`src/rtl/uart_mem_responder.sv`:
```
// uart_mem_responder: far-end byte responder for the bitty LSU link.
// Decodes store (01,addr,hi,lo) and load (02,addr) frames arriving from the
// UART receiver. Serves them from a 16-bit word memory and returns ACK or the
// two data bytes through the UART transmitter handshake.
module uart_mem_responder #(
    parameter int unsigned ADDR_W   = 8,
    parameter int unsigned TIMEOUT  = 100000,
    parameter logic [7:0]  ACK_BYTE = 8'hAA
) (
    input  logic       clk,
    input  logic       reset,
    input  logic [7:0] rx_data,
    input  logic       rx_done,
    input  logic       tx_done,
    output logic       tx_en,
    output logic [7:0] tx_data,
    output logic       busy,
    output logic       frame_err
);
    localparam int unsigned      CNT_W     = (TIMEOUT > 1) ? $clog2(TIMEOUT) : 1;
    localparam logic [CNT_W-1:0] CNT_LAST  = CNT_W'(TIMEOUT - 1);
    localparam logic [7:0]       CMD_STORE = 8'h01;
    localparam logic [7:0]       CMD_LOAD  = 8'h02;
    localparam int unsigned      DEPTH     = 1 << ADDR_W;

    typedef enum logic [3:0] {
        S_IDLE,
        S_ADDR,
        S_DHI,
        S_DLO,
        S_WRITE,
        S_READ,
        S_TX_HI,
        S_TX_LO,
        S_TX_ACK
    } state_t;

    state_t            state, state_next;
    logic              is_store, is_store_next;
    logic [CNT_W-1:0]  idle_cnt, idle_cnt_next;
    logic              tx_en_next;
    logic [7:0]        tx_data_next;
    logic              frame_err_next;

    logic [ADDR_W-1:0] addr;
    logic [15:0]       wdata;
    logic [15:0]       rd_q;
    logic [15:0]       mem [DEPTH];

    logic              collecting;
    logic              timed_out;
    logic              tx_ready;

    // Only the frame-collection states run the inter-byte timer.
    assign collecting = (state == S_ADDR) || (state == S_DHI) || (state == S_DLO);
    assign timed_out  = collecting && !rx_done && (idle_cnt == CNT_LAST);
    // A transmitter cannot finish a byte in the cycle it was started, so a
    // tx_done coinciding with tx_en is ignored; this also keeps tx_en from
    // ever firing on two consecutive cycles.
    assign tx_ready   = tx_done && !tx_en;
    assign busy       = (state != S_IDLE);

    // Next-state, response byte and error decode.
    always_comb begin
        // NOTE: every signal written here gets a default first, so no branch
        // can leave one unassigned and infer a latch.
        state_next     = state;
        is_store_next  = is_store;
        tx_en_next     = 1'b0;
        tx_data_next   = tx_data;
        frame_err_next = 1'b0;
        idle_cnt_next  = (collecting && !rx_done) ? idle_cnt + 1'b1 : '0;

        // A byte arriving while a frame is being executed or answered is lost.
        if (rx_done && !collecting && (state != S_IDLE)) begin
            frame_err_next = 1'b1;
        end

        case (state)
            S_IDLE: begin
                if (rx_done) begin
                    if (rx_data == CMD_STORE) begin
                        is_store_next = 1'b1;
                        state_next    = S_ADDR;
                    end else if (rx_data == CMD_LOAD) begin
                        is_store_next = 1'b0;
                        state_next    = S_ADDR;
                    end else begin
                        frame_err_next = 1'b1;
                    end
                end
            end
            S_ADDR: begin
                if (rx_done) state_next = is_store ? S_DHI : S_READ;
            end
            S_DHI: begin
                if (rx_done) state_next = S_DLO;
            end
            S_DLO: begin
                if (rx_done) state_next = S_WRITE;
            end
            S_WRITE: begin
                tx_data_next = ACK_BYTE;
                tx_en_next   = 1'b1;
                state_next   = S_TX_ACK;
            end
            S_READ: begin
                tx_data_next = rd_q[15:8];
                tx_en_next   = 1'b1;
                state_next   = S_TX_HI;
            end
            S_TX_HI: begin
                if (tx_ready) begin
                    tx_data_next = rd_q[7:0];
                    tx_en_next   = 1'b1;
                    state_next   = S_TX_LO;
                end
            end
            S_TX_LO, S_TX_ACK: begin
                if (tx_ready) state_next = S_IDLE;
            end
            default: state_next = S_IDLE;
        endcase

        // Abandon a stalled frame; nothing has been written yet.
        if (timed_out) begin
            frame_err_next = 1'b1;
            state_next     = S_IDLE;
        end
    end

    // Control state, inter-byte timer and registered outputs.
    always_ff @(posedge clk) begin
        // NOTE: sequential state uses non-blocking assignments so every
        // register samples the values from before the clock edge.
        if (reset) begin
            state     <= S_IDLE;
            is_store  <= 1'b0;
            idle_cnt  <= '0;
            tx_en     <= 1'b0;
            tx_data   <= 8'h00;
            frame_err <= 1'b0;
        end else begin
            state     <= state_next;
            is_store  <= is_store_next;
            idle_cnt  <= idle_cnt_next;
            tx_en     <= tx_en_next;
            tx_data   <= tx_data_next;
            frame_err <= frame_err_next;
        end
    end

    // Capture frame fields as their bytes arrive.
    always_ff @(posedge clk) begin
        if (rx_done) begin
            case (state)
                S_ADDR:  addr        <= rx_data[ADDR_W-1:0];
                S_DHI:   wdata[15:8] <= rx_data;
                S_DLO:   wdata[7:0]  <= rx_data;
                default: ;
            endcase
        end
    end

    // Word memory: written in WRITE, read as the load address byte arrives so
    // the high byte can go out in the following READ cycle.
    always_ff @(posedge clk) begin
        // NOTE: the memory array is deliberately not reset so it maps onto a
        // plain RAM; words hold whatever was last stored.
        if (state == S_WRITE) begin
            mem[addr] <= wdata;
        end
        if ((state == S_ADDR) && rx_done && !is_store) begin
            rd_q <= mem[rx_data[ADDR_W-1:0]];
        end
    end

endmodule

```
`config.mk`:
```
export PLATFORM = sky130hd
export DESIGN_NAME = uart_mem_responder
export DESIGN_NICKNAME = d
export VERILOG_FILES = /design/src/rtl/uart_mem_responder.sv
export SDC_FILE = /design/constraint.sdc
export NUM_CORES = 2
export LEC_CHECK = 0
export BUFFER_PORTS_ARGS = -buffer_cell sky130_fd_sc_hd__buf_2
export CAP_MARGIN = 20
export CORE_UTILIZATION = 25
export CTS_CLUSTER_SIZE = 30
export DETAILED_ROUTE_END_ITERATION = 8
export HOLD_SLACK_MARGIN = 0.06
export PLACE_DENSITY = 0.43
export SETUP_SLACK_MARGIN = 0.05
export SLEW_MARGIN = 10
export SYNTH_ARGS = -nofsm -noshare
export SYNTH_HDL_FRONTEND = slang
export SYNTH_SLANG_ARGS = --single-unit
```
`constraint.sdc`:
```
create_clock -name clk -period 10.6 [get_ports clk]
set_input_delay 2.12 -clock clk [delete_from_list [all_inputs] [get_ports clk]]
set_output_delay 2.12 -clock clk [all_outputs]
set_load 0.02 [all_outputs]
```
After elaboration in Yosys (flattened, before gate mapping) --
Memories as Yosys holds them, arrays and structs flattened. A register that Yosys moved wholly into a read port is not among the register bits. Cells that the tools add are included.
Storage, ports and cells: bits in registers 56, bits in writable memories 4096, input port bits 12, output and inout bits 11, logic and storage cells 81, memories kept 1
Memories:
- mem | words 256, bits a word 16, rd ports 1, clocked after Yosys merged registers in 1, write ports 1, line 48 | logic [15:0] mem [DEPTH];
Operators by class: add/sub/neg operators 1, equality and inequality tests 18, multiplexer cells 24, bitwise gates (word level) 1, reductions and logical operators 27
Operators with widths (number):
- two-way mux 4 bit | 8
- one-hot mux 4 bit (8 select lines) | 1
- one-hot mux 8 bit (3 select lines) | 1
- adder 17 x 1 -> 17 bit, second input constant | 1
- equality test 17 bit, second input constant | 1
- equality test 4 x 3 -> 1 bit, second input constant | 4
- != test 2 bit, second input constant | 6
- two-way mux 1 bit | 11
- equality test 4 x 2 -> 1 bit, second input constant | 2
- equality test 8 x 1 -> 1 bit, second input constant | 1
- equality test 8 x 2 -> 1 bit, second input constant | 1
- two-way mux 8 bit | 1
- AND reduction 2 bit | 4
- OR reduction 2 bit | 4
- logical AND 1 bit | 7
- AND reduction 7 bit | 1
- equality test 4 x 1 -> 1 bit, second input constant | 1
- equality test 4 bit, second input constant | 1
- zero test 1 bit | 4
- zero test 4 bit | 1
- nonzero test 4 bit | 1
- two-way mux 3 bit | 1
- != test 3 bit, second input constant | 1
- AND reduction 3 bit | 1
- 5 further kinds | 6

Logic depth before layout (Yosys ltp) --
word-level depth 12, gate-level depth with buffers 12, gate-level depth less buffers 7

Worst setup path after synthesis --
OpenSTA, ideal clock, no wires.
kind input-to-reg, start input port rx_data[0], end register rd_q[9] (read register of mem), data pin, setup time 270 ps, data arrival time 4053 ps, required time 10330 ps, slack 6277 ps, stages on the path 10, buffers on the path 5, cell sequence buf_6 -> buf_12 -> buf_8 -> buf_6 -> buf_2 -> mux4_2 -> mux2i_1 -> o22ai_1 -> nor4_1 -> o32ai_1
RTL lines:
- start, declared | line 12 | input logic [7:0] rx_data,
- end, declared | line 47 | logic [15:0] rd_q;

==> flow_summary.json <==
{
  "status": "finished with violations",
  "violations": "design-rule violations, max-slew violations",
  "cts_buffers": 449,
  "avgSynthCellArea_um2": 21.2,
  "crit_top_cell": "buf_4",
  "core_um2": 640000,
  "clk_latency_ns": 1.05,
  "grt_overflow": 0,
  "synth_fp_nets": 7586,
  "vias": 80200,
  "rows": 294,
  "grt_pass1_wl_mm": 700,
  "postCtsSetupBuffers": 0,
  "nNetsFinal": 8089,
  "syn_area_um2": 161000,
  "finalSetupViolations": 0,
  "ys_top_cells_by_area": "edfxtp_1 (77%), mux4_2 (12%), mux2i_1 (3.1%), a22oi_1 (0.81%), nor2_1 (0.73%)",
  "p_leak_nw": 58.1,
  "crit_chain": "buf_8 -> buf_12 -> nor2_4 -> buf_4 -> buf_4 -> a22oi_1 -> a221oi_1 -> a21oi_1 -> o31ai_1",
  "clk_pin_slew_worst_paths_ns": 0.06,
  "powerDensity_nw_per_um2": 184,
  "critPathLaunchType": "input pin",
  "finalHoldViolCount": 0,
  "cts_resized": 0,
  "synth.distinct_cells": 72,
  "wl_per_cell_um": 30.1,
  "routed_wl_mm": 512,
  "tns_ns": 0,
  "cpMaxStageDelayCell": "a221oi_1",
  "cp_top_family": "compound AO/OA/AOI/OAI gates",
  "drive_gt1_share_pct": 26.4,
  "synth_top_flop_cell": "edfxtp_1",
  "initial_core_util_pct": 25.1,
  "slowest_delay_ns": 0.93,
  "hold_end": "tx_data[3]",
  "htreeDepth": 5,
  "worst_r2r_endpoint": "mem[254][0]",
  "finalWeightedCongestion": 0.791,
  "place_inst": 16200,
  "cts_max_path_buffers": 4,
  "ir_worst_vdd_v": 0.000130,
  "grt_max_degree": 174,
  "critPathKind": "input pin to flip-flop",
  "synth_edf_count": 4136,
  "grt.total_usage_pct": 15.4,
  "synthArstFlopShare_pct": 0,
  "hold_depth": 2,
  "r2r.worst_path.cells": 5,
  "finalNonFillerCells": 17000,
  "hold_path_startpoint": "tx_data[3]",
  "netlist_instances": 7573,
  "areaGrowthSynthToFinish_pct": 17.2,
  "design.die.area_um2": 646000,
  "place_hpwl_mm": 304,
  "cts_tree": "done",
  "clock-sinks": 4168,
  "post-route-period-util_pct": 56.1,
  "synth_warnings": 0,
  "cts_hold_buf": 0,
  "crit_path_max_fanout": 50,
  "worst_pin_slew_ns": 1.56,
  "min_period_ns": 5.95,
  "fmax_mhz": 168,
  "port_buffers": 22,
  "arrival_ns": 6.79,
  "die-height_um": 804,
  "crit_buf_inv": 4,
  "ant_nets": 0,
  "first_pass_iters": 7,
  "maxSlewHeadroom_pct": -4.25,
  "drc": 10,
  "finalMaxSlewViolations": 1,
  "regToRegStartpoint": "addr[1]",
  "drv_cap": 0,
  "antenna_found_initial": 48,
  "grt_pass1_vias": 82200,
  "endpoint_kind": "flip-flop",
  "drt_first_iter_violations": 8777,
  "critPathRequiredTime_ns": 11.45,
  "skew_ns": 0.0696,
  "rsz0062_at_grt": "false",
  "die_w_um": 804,
  "yosysSeqAreaShare_pct": 77.7,
  "io_pins": 23,
  "rrSetupSlack_ns": 6.04,
  "root_buffer": "clkbuf_16",
  "yosys.area.top_type": "edfxtp_1",
  "drt-vias-per-instance": 4.71,
  "hp-class": "flip-flop to flip-flop",
  "yosysTopAreaCellShare_pct": 77.3,
  "synth-seq-cells": 4168
}
cell families after synthesis:
family | after synthesis | share of synthesized area [%]
compound gates | 823 | 3.55
xor+xnor | 15 | 0.0818
fa+ha+maj | 1 | 0.00779
buf+inv | 468 | 1.55
flops | 4168 | 77.7
mux | 1406 | 15.2
simple gates | 692 | 1.87
layout make-up:
| class | count | area (µm²) |
|---|---|---|
| diodes | 11 | 27.5 |
| inverters | 12 | 53.8 |
| multi-input cells | 2937 | 33900 |
| fillers | 62200 | 452000 |
| clock buffers | 528 | 11600 |
| well taps | 8584 | 10700 |
| flip-flops and latches | 4168 | 125000 |
| repair buffers | 508 | 4310 |
| clock inverters | 294 | 2800 |
worst min-delay path, stage by stage, from the launching register on:
cell     delay (ns)
dfxtp_1        0.30
nor2_1         0.10
nor3_1         0.05
layout by cell type, fill, tap and decap left out, types with 92 or more instances in the layout:
cell       count
o21ai_0      107
a22oi_1      173
nor2_2       120
mux2i_1      496
a21oi_1      181
a221oi_1      92
nor2_1       178
mux4_2       821
buf_4        433
clkinv_1     122
edfxtp_1    4136
clkbuf_16    453
nand2_1      188
sequential cells by signal (all words and copies together), names as in the netlist:
signal	count
idle_cnt	17
tx_en	1
frame_err	1
is_store	1
rd_q	16
tx_data	8
wdata	16
mem	4096
state	4
addr	8
cell usage after synthesis, types with 15 or more instances:
cell       count
buf_2        160
mux2i_1      496
buf_6         29
clkbuf_1     177
a21oi_1      181
a22oi_1      173
mux4_2       821
edfxtp_1    4136
a211oi_1      15
nand4_1       18
o22ai_1       29
o31ai_1       17
mux2_2        89
nor2b_1       28
o221ai_1      59
a22o_1        18
nand2_1      190
o21ai_0      114
a31oi_1       27
nand3_1       66
buf_1         26
a221oi_1      92
o211ai_1      22
nor2_1       314
dfxtp_1       32
o2111ai_1     15
buf_4         57
report_power, final:
group          switching, mW  total (mW)  internal, mW
Sequential          0.000826        17.8          17.8
Combinational          0.912        1.42         0.504
Clock                   6.65        15.4          8.80
Total                   7.56        34.7          27.1
per-layer routing:
metal  track usage (%)  wire [µm]  up-vias
met5                 0         83        -
met4              4.07      15000       10
met3              3.15      34700      636
met2              25.4     245000     2626
met1              20.7     217000    44100
li1                  -          -    32900
worst max path at each step:
stage,to,depth (start not counted),start
floorplan,rd_q[9],10,rx_data[0]
global placement,rd_q[5],9,rx_data[2]
detailed placement,rd_q[11],9,rx_data[2]
CTS,rd_q[11],9,rx_data[2]
global route,rd_q[10],10,rx_data[0]
finish,rd_q[11],9,rx_data[2]
stage by stage:
| stage | hold WS (ns) | cell area, µm² | setup WS (ns) | util, % | power [mW] |
|---|---|---|---|---|---|
| 5_1_grt | 0.519 | 188000 | 4.59 | 29.4 | 35.7 |
| 3_5_place_dp | 0.480 | 174000 | 3.45 | 27.1 | 19.6 |
| 3_3_place_gp | 0.477 | 173000 | 3.23 | 27.0 | 19.6 |
| 4_1_cts | 0.497 | 188000 | 4.57 | 29.4 | 35.1 |
| 2_1_floorplan | 0.449 | 161000 | 6.28 | - | 19.0 |
| 6_report | 0.491 | 188000 | 4.65 | 29.4 | 34.7 |
Power figures use the tool's default switching activity.
